===== src/rtl/meter_pkg.sv =====
// Shared definitions for the power meter: acquisition states and serial frame layout.
// Frame is OVH, OVL, then ADC_W data bits, MSB first.
package meter_pkg;

    typedef enum logic [2:0] {
        ST_IDLE  = 3'd0,
        ST_CONV  = 3'd1,
        ST_SHIFT = 3'd2,
        ST_MULT  = 3'd3,
        ST_ACC   = 3'd4,
        ST_DONE  = 3'd5
    } state_t;

    function automatic int frame_len(input int adc_w);
        return adc_w + 2;
    endfunction

    // Bit positions inside the received frame register (LSB = last bit shifted in).
    function automatic int ovh_pos(input int adc_w);
        return adc_w + 1;
    endfunction

    function automatic int ovl_pos(input int adc_w);
        return adc_w;
    endfunction

endpackage


===== src/rtl/adc_serial_rx.sv =====
// Shared-clock serial receiver: SCLK divider, chip select, bit counter and one
// shift register per converter lane, all lanes clocked by the same SCLK.
module adc_serial_rx
    import meter_pkg::*;
#(
    parameter int LANES   = 4,
    parameter int ADC_W   = 22,
    parameter int CLK_DIV = 4,
    parameter int FRAME   = frame_len(ADC_W)
) (
    input  logic                   clk,
    input  logic                   rst,
    input  logic                   hold_i,
    input  logic                   go_i,
    input  logic [LANES-1:0]       miso_i,
    output logic                   cs_o,
    output logic                   sclk_o,
    output logic                   frame_done_o,
    output logic [LANES*FRAME-1:0] frame_o
);

    localparam int DIV_W = $clog2(CLK_DIV);
    localparam int BIT_W = $clog2(FRAME);
    localparam logic [DIV_W-1:0] DIV_LAST = DIV_W'(CLK_DIV - 1);
    localparam logic [BIT_W-1:0] BIT_LAST = BIT_W'(FRAME - 1);

    logic             active_q;
    logic             sclk_q;
    logic             done_q;
    logic [DIV_W-1:0] div_q;
    logic [BIT_W-1:0] bit_q;
    logic             tick;
    logic             rise;

    assign tick = active_q && (div_q == DIV_LAST);
    assign rise = tick && !sclk_q;

    always_ff @(posedge clk) begin
        if (rst) begin
            active_q <= 1'b0;
            sclk_q   <= 1'b0;
            done_q   <= 1'b0;
            div_q    <= '0;
            bit_q    <= '0;
        end else begin
            done_q <= 1'b0;
            if (go_i) begin
                active_q <= 1'b1;
                sclk_q   <= 1'b0;
                div_q    <= '0;
                bit_q    <= '0;
            end else if (active_q) begin
                if (tick) begin
                    div_q  <= '0;
                    sclk_q <= ~sclk_q;
                    // Frame ends on the falling edge of the last bit period.
                    if (sclk_q) begin
                        if (bit_q == BIT_LAST) begin
                            active_q <= 1'b0;
                            done_q   <= 1'b1;
                        end else begin
                            bit_q <= bit_q + 1'b1;
                        end
                    end
                end else begin
                    div_q <= div_q + 1'b1;
                end
            end
        end
    end

    for (genvar gi = 0; gi < LANES; gi++) begin : g_lane
        logic [FRAME-1:0] sr_q;

        always_ff @(posedge clk) begin
            if (rst) begin
                sr_q <= '0;
            end else if (rise) begin
                sr_q <= {sr_q[FRAME-2:0], miso_i[gi]};
            end
        end

        assign frame_o[gi*FRAME +: FRAME] = sr_q;
    end

    assign cs_o         = ~(hold_i | active_q);
    assign sclk_o       = sclk_q;
    assign frame_done_o = done_q;

endmodule


===== src/rtl/meter_array.sv =====
// Multi-channel energy meter: reads NCH voltage/current converter pairs over a shared
// serial bus, multiplies each pair with one shared multiplier and accumulates energy.
module meter_array
    import meter_pkg::*;
#(
    parameter int NCH     = 2,
    parameter int ADC_W   = 22,
    parameter int CLK_DIV = 4,
    parameter int TIMEOUT = 65535,
    parameter int ACC_W   = 64
) (
    input  logic                   clk,
    input  logic                   rst,
    input  logic                   start,
    input  logic                   continuous,
    input  logic                   acc_clr,
    output logic                   busy,
    output logic                   done,
    output logic                   timeout_err,
    output logic [NCH*ADC_W-1:0]   data_v,
    output logic [NCH*ADC_W-1:0]   data_i,
    output logic [NCH*2*ADC_W-1:0] data_p,
    output logic [NCH*ACC_W-1:0]   energy,
    output logic [31:0]            sample_cnt,
    output logic                   adc_cs_pin,
    output logic                   adc_sclk_pin,
    input  logic [NCH-1:0]         v_miso_pin,
    input  logic [NCH-1:0]         i_miso_pin
);

    localparam int FRAME   = frame_len(ADC_W);
    localparam int LANES   = 2 * NCH;
    localparam int OVH_BIT = ovh_pos(ADC_W);
    localparam int OVL_BIT = ovl_pos(ADC_W);
    localparam int TMO_W   = $clog2(TIMEOUT + 1);
    localparam int IDX_W   = (NCH > 1) ? $clog2(NCH) : 1;
    localparam int P_W     = 2 * ADC_W;
    localparam logic [TMO_W-1:0] TMO_LAST = TMO_W'(TIMEOUT - 1);
    localparam logic [IDX_W-1:0] IDX_LAST = IDX_W'(NCH - 1);

    state_t                        state_q, state_d;
    logic [TMO_W-1:0]              conv_cnt_q;
    logic                          rdy_q;
    logic                          tmo_q;
    logic [IDX_W-1:0]              idx_q;
    logic [31:0]                   cnt_q;
    logic [NCH-1:0][P_W-1:0]       pstage_q;
    logic [NCH-1:0][ADC_W-1:0]     v_samp;
    logic [NCH-1:0][ADC_W-1:0]     i_samp;
    logic signed [ADC_W-1:0]       mv, mi;
    logic signed [P_W-1:0]         prod;
    logic [LANES*FRAME-1:0]        frame;
    logic                          all_zero;
    logic                          go;
    logic                          timeout_hit;
    logic                          frame_done;
    logic                          shift_hold;

    function automatic logic [ADC_W-1:0] sat_decode(input logic [FRAME-1:0] f);
        if (f[OVH_BIT]) return {1'b0, {(ADC_W-1){1'b1}}};
        if (f[OVL_BIT]) return {1'b1, {(ADC_W-1){1'b0}}};
        return f[ADC_W-1:0];
    endfunction

    assign all_zero   = ~|{i_miso_pin, v_miso_pin};
    assign shift_hold = (state_q == ST_CONV) || (state_q == ST_SHIFT);

    adc_serial_rx #(
        .LANES   (LANES),
        .ADC_W   (ADC_W),
        .CLK_DIV (CLK_DIV)
    ) u_rx (
        .clk          (clk),
        .rst          (rst),
        .hold_i       (shift_hold),
        .go_i         (go),
        .miso_i       ({i_miso_pin, v_miso_pin}),
        .cs_o         (adc_cs_pin),
        .sclk_o       (adc_sclk_pin),
        .frame_done_o (frame_done),
        .frame_o      (frame)
    );

    always_comb begin
        state_d     = state_q;
        go          = 1'b0;
        timeout_hit = 1'b0;
        unique case (state_q)
            ST_IDLE:  if (start || continuous) state_d = ST_CONV;
            ST_CONV: begin
                // Ready wins over a timeout landing in the same cycle.
                if (all_zero && rdy_q) begin
                    state_d = ST_SHIFT;
                    go      = 1'b1;
                end else if (conv_cnt_q == TMO_LAST) begin
                    state_d     = ST_IDLE;
                    timeout_hit = 1'b1;
                end
            end
            ST_SHIFT: if (frame_done) state_d = ST_MULT;
            ST_MULT:  if (idx_q == IDX_LAST) state_d = ST_ACC;
            ST_ACC:   state_d = ST_DONE;
            ST_DONE:  state_d = continuous ? ST_CONV : ST_IDLE;
            default:  state_d = ST_IDLE;
        endcase
    end

    // One shared multiplier walks the channels, one per clock.
    assign mv   = v_samp[idx_q];
    assign mi   = i_samp[idx_q];
    assign prod = P_W'(mv) * P_W'(mi);

    always_ff @(posedge clk) begin
        if (rst) begin
            state_q    <= ST_IDLE;
            conv_cnt_q <= '0;
            rdy_q      <= 1'b0;
            tmo_q      <= 1'b0;
            idx_q      <= '0;
            cnt_q      <= '0;
            pstage_q   <= '0;
        end else begin
            state_q    <= state_d;
            rdy_q      <= (state_q == ST_CONV) && all_zero;
            conv_cnt_q <= (state_q == ST_CONV) ? conv_cnt_q + 1'b1 : '0;
            idx_q      <= (state_q == ST_MULT) ? idx_q + 1'b1 : '0;
            if (state_q == ST_MULT) pstage_q[idx_q] <= prod;
            if (state_q == ST_IDLE && start) tmo_q <= 1'b0;
            else if (timeout_hit)            tmo_q <= 1'b1;
            if (acc_clr)                                cnt_q <= '0;
            else if (state_q == ST_ACC && cnt_q != '1)  cnt_q <= cnt_q + 1'b1;
        end
    end

    for (genvar gi = 0; gi < NCH; gi++) begin : g_ch
        logic [ADC_W-1:0] dv_q, di_q;
        logic [P_W-1:0]   dp_q;
        logic [ACC_W-1:0] en_q;

        assign v_samp[gi] = sat_decode(frame[gi*FRAME +: FRAME]);
        assign i_samp[gi] = sat_decode(frame[(NCH+gi)*FRAME +: FRAME]);

        // Published results change only in ACC so a reader never sees a half-updated set.
        always_ff @(posedge clk) begin
            if (rst) begin
                dv_q <= '0;
                di_q <= '0;
                dp_q <= '0;
                en_q <= '0;
            end else begin
                if (state_q == ST_ACC) begin
                    dv_q <= v_samp[gi];
                    di_q <= i_samp[gi];
                    dp_q <= pstage_q[gi];
                end
                if (acc_clr)                en_q <= '0;
                else if (state_q == ST_ACC) en_q <= en_q + ACC_W'($signed(pstage_q[gi]));
            end
        end

        assign data_v[gi*ADC_W +: ADC_W] = dv_q;
        assign data_i[gi*ADC_W +: ADC_W] = di_q;
        assign data_p[gi*P_W +: P_W]     = dp_q;
        assign energy[gi*ACC_W +: ACC_W] = en_q;
    end

    assign busy        = (state_q == ST_CONV) || (state_q == ST_SHIFT) ||
                         (state_q == ST_MULT) || (state_q == ST_ACC);
    assign done        = (state_q == ST_DONE);
    assign timeout_err = tmo_q;
    assign sample_cnt  = cnt_q;

endmodule


===== config.mk =====
export PLATFORM = sky130hd
export DESIGN_NAME = meter_array
export DESIGN_NICKNAME = d
export VERILOG_FILES = /design/src/rtl/meter_pkg.sv /design/src/rtl/adc_serial_rx.sv /design/src/rtl/meter_array.sv
export SDC_FILE = /design/constraint.sdc
export NUM_CORES = 2
export LEC_CHECK = 0
export CAP_MARGIN = 20
export CORE_ASPECT_RATIO = 0.6
export CORE_MARGIN = 1.5
export CORE_UTILIZATION = 65
export DETAILED_ROUTE_END_ITERATION = 10
export PLACE_DENSITY = 0.95
export SKIP_CTS_REPAIR_TIMING = 1
export SYNTH_ARGS = -nofsm -noshare
export SYNTH_HDL_FRONTEND = slang
export SYNTH_SLANG_ARGS = --single-unit

===== constraint.sdc =====
create_clock -name clk -period 12.9 [get_ports clk]
set_input_delay 2.58 -clock clk [delete_from_list [all_inputs] [get_ports clk]]
set_output_delay 2.58 -clock clk [all_outputs]
set_load 0.01 [all_outputs]

==> summary.txt <==
Outcome
  – Status: finished clean

Logic synthesis
  – EDFF count, synth: 0
  – Post-Syn Instances: 5452
  – Syn Nets: 6230
  – Primary FF master, synth: dfxtp_1
  – Synth Warn #: 0
  – Async SR Flop Fraction: 0%
  – Post-Syn Area per Cell: 8.22 µm²
  – Post-Syn Area: 0.0448 mm²
  – Yosys cell types: 83
  – Sequential element share of the synthesized area: 24.7%
  – #FFs+latches synth: 552

CTS
  – CTS sink cnt: 552
  – Cts bufs inserted: 50
  – Clk slew on worst S/H paths: 70 ps
  – Clock root cell: clkbuf_16
  – Clk buf depth: 3
  – Clk_lat worst skew: 620 ps
  – H-tree levels: 2
  – CTS tree: done

Setup path
  – Cell repeated most along the worst path: fa_1
  – Startpoint Class: register
  – R2R Setup Slk: 3220 ps
  – Req. time, crit path: 13440 ps
  – Crit path DAT: 10220 ps
  – Buf/Inv on CP: 7
  – Slowest-stage cell, CP: fa_1
  – Setup crit end kind: register
  – CP max stage delay: 920 ps
  – Setup CP Type: register to register
  – CP top delay family: adder cells
  – Crit-path max FO: 45

Die
  – Chip height: 206 µm
  – Die W: 342 µm
  – Core area: 0.0681 mm²
  – Row cnt: 74
  – Die area: 0.0705 mm²
  – I/O Pins: 350
  – Initial Util: 65.8%

Job
  – Number of max-cap violations: 0

Final layout
  – Share of post-route cells with drive strength above 1: 4.44%
  – Final #Nets: 6410
  – Post-route cell area: 0.0508 mm²
  – Post-Layout Cell Count: 6588
  – Synth-to-layout area growth: 13.3%
  – Final Util: 74.6%
  – Fill cells: 4651

Global route
  – Overall routing resource usage: 41.3%
  – Vias in the first global route: 39.9k
  – First-pass GRT wire length: 226 mm
  – Initial antenna violation count: 3
  – Largest net degree at the start of global routing: 213
  – GR Overflow Total: 0

Route
  – Routed Antenna Nets: 0
  – WL final: 148 mm
  – DR vias: 41.4k
  – WL/cell: 22.4 µm
  – Remaining DRCs: 0
  – Initial DRC Count: 5714
  – First-pass iteration count of the detailed router: 9
  – Vias/cell: 6.29

STA
  – Total negative setup slack: 0 ps
  – Slew margin rel.: 23.4%
  – Min Clock Period, post-route: 9680 ps
  – Endpoints failing setup: 0
  – Final setup margin: 3220 ps
  – Fin. Hold Viols: 0
  – Slew Viols, Final: 0
  – Worst Clk Skew: 20.8 ps
  – Worst Tran Pin Value: 1130 ps
  – Hold slack: 456 ps
  – Unrepaired setup endpoints after global routing: no
  – Period utilization: 75.1%
  – F_max: 103 MHz

Pwr
  – Sw Share: 22.4%
  – Clock Power Share: 48.2%
  – Register share of total power: 50.5%
  – Internal power: 2.62 mW
  – Total power: 3.37 mW
  – VDD IR max: 0.0982 mV
  – Pwr dens: 66.4 mW/mm²
  – Net switching power figure: 0.754 mW
  – Logic pwr share: 1.2%
  – Leak pwr: 21.3 nW

Placed design
  – Dpl ws: 3510 ps
  – PortBufs: 349
  – Area after DPL: 0.0490 mm²
  – Final HPWL DP: 112 mm
  – Routability cong.: 1.12
  – Placed Cells: 6491

Worst hold path
  – Min-delay worst type: register to register
-- cells in the mapped netlist, types with 4 or more instances --
| cell | instances | area, µm² |
|---|---|---|
| o21a_1 | 21 | 158 |
| a221oi_1 | 4 | 35.0 |
| a211oi_1 | 115 | 863 |
| o31ai_1 | 10 | 75.1 |
| and2_1 | 35 | 219 |
| nor4_1 | 8 | 50.1 |
| a211o_1 | 8 | 70.1 |
| nand2b_1 | 24 | 150 |
| nor2b_1 | 26 | 163 |
| nand3_1 | 49 | 245 |
| xnor2_1 | 115 | 1010 |
| or4_1 | 5 | 37.5 |
| and3_1 | 26 | 163 |
| a31oi_1 | 20 | 125 |
| mux2_2 | 34 | 383 |
| nor3_1 | 33 | 165 |
| clkbuf_1 | 269 | 1010 |
| ha_1 | 266 | 3330 |
| o21ai_1 | 16 | 80.1 |
| o2111ai_1 | 4 | 35.0 |
| inv_1 | 577 | 2170 |
| dfxtp_1 | 552 | 11100 |
| or2_2 | 8 | 50.1 |
| o41ai_1 | 4 | 35.0 |
| fa_1 | 503 | 10100 |
| nand2_1 | 1113 | 4180 |
| o31a_1 | 6 | 52.6 |
| a21o_1 | 87 | 653 |
| or3_1 | 15 | 93.8 |
| xor2_1 | 85 | 744 |
| a21oi_1 | 606 | 3030 |
| nand4b_1 | 4 | 35.0 |
| and4_1 | 6 | 52.6 |
| mux2i_1 | 49 | 490 |
| a311oi_1 | 5 | 43.8 |
| o211ai_1 | 7 | 52.6 |
| buf_1 | 16 | 60.1 |
| o21bai_1 | 39 | 293 |
| nor2_1 | 458 | 1720 |
| nand4_1 | 35 | 219 |
| o21ai_0 | 121 | 606 |
-- tightest hold or removal path, cell delays in order, from the launching register on --
cell and delay (ps):
dfxtp_1 310, nand2_1 50, a21oi_1 50
-- placed cells by master (no fill, tap or decap), drive strengths merged, types with 87 or more instances in the layout --
master | Yosys | routed
ha | 266 | 266
clkdlybuf4s50 | 0 | 348
fa | 503 | 503
a211oi | 116 | 116
nand2 | 1114 | 1114
xnor2 | 115 | 115
a21oi | 609 | 609
a21o | 87 | 87
inv | 577 | 583
dfxtp | 552 | 552
nor2 | 458 | 458
o21ai | 140 | 140
-- metal layers --
layer	track usage, %	vias to the layer above	part of all wire [%]
met5	1.67	-	0.14
met4	17.4	6	4.9
met3	16.8	565	16
met2	57.6	2981	41
met1	56.4	19800	39
li1	-	18100	-
-- final timing paths --
path,startpoint,to,depth (start not counted)
worst max-delay path,idx_q$_SDFF_PP0_,pstage_q[84]$_SDFFE_PP0P_,27
worst min-delay path,g_ch[0].dp_q[43]$_SDFFE_PP0P_,g_ch[0].dp_q[43]$_SDFFE_PP0P_,2
worst max register to register,idx_q$_SDFF_PP0_,pstage_q[84]$_SDFFE_PP0P_,27
worst min register to register,g_ch[0].dp_q[43]$_SDFFE_PP0P_,g_ch[0].dp_q[43]$_SDFFE_PP0P_,2
-- cell type report --
cell class	count	area [µm²]	area share, %
inverter	577	2170	4.27
clock buffer	66	1380	2.72
clock inverter	28	377	0.742
multi-input combinational	4035	30600	60.3
tap	912	1140	2.25
antenna	2	5.00	0.00986
sequential	552	11100	21.8
timing repair buffer	416	4030	7.95
-- sequential cells by signal (all words and copies together), names as in the netlist --
| name | flops |
|---|---|
| g_ch.di_q | 44 |
| idx_q | 1 |
| g_ch.dv_q | 44 |
| g_ch.dp_q | 88 |
| u_rx.sclk_o | 1 |
| u_rx.g_lane.sr_q | 96 |
| u_rx.frame_done_o | 1 |
| g_ch.en_q | 128 |
| state_q | 3 |
| u_rx.div_q | 2 |
| u_rx.bit_q | 5 |
| sample_cnt | 32 |
| conv_cnt_q | 16 |
| pstage_q | 88 |
| timeout_err | 1 |
| u_rx.active_q | 1 |
| rdy_q | 1 |
-- kinds of logic after synthesis --
logic type	count (synthesis)	share of synthesized area, %
xor+xnor	200	3.91
buf+inv	865	7.26
compound gates	1126	15.2
flops	552	24.7
fa+ha+maj	769	29.9
mux	84	1.97
simple gates	1856	17.0
-- power by group through the flow --
stage / logic, mW / clock network, mW / registers (mW)
floorplan: 0.0277 / 0 / 1.74
global placement: 0.0393 / 0 / 1.74
detailed placement: 0.0397 / 0 / 1.74
CTS: 0.0400 / 1.62 / 1.70
global route: 0.0435 / 1.69 / 1.70
finish: 0.0418 / 1.63 / 1.70
No activity file was read; power rests on OpenSTA's default activity.
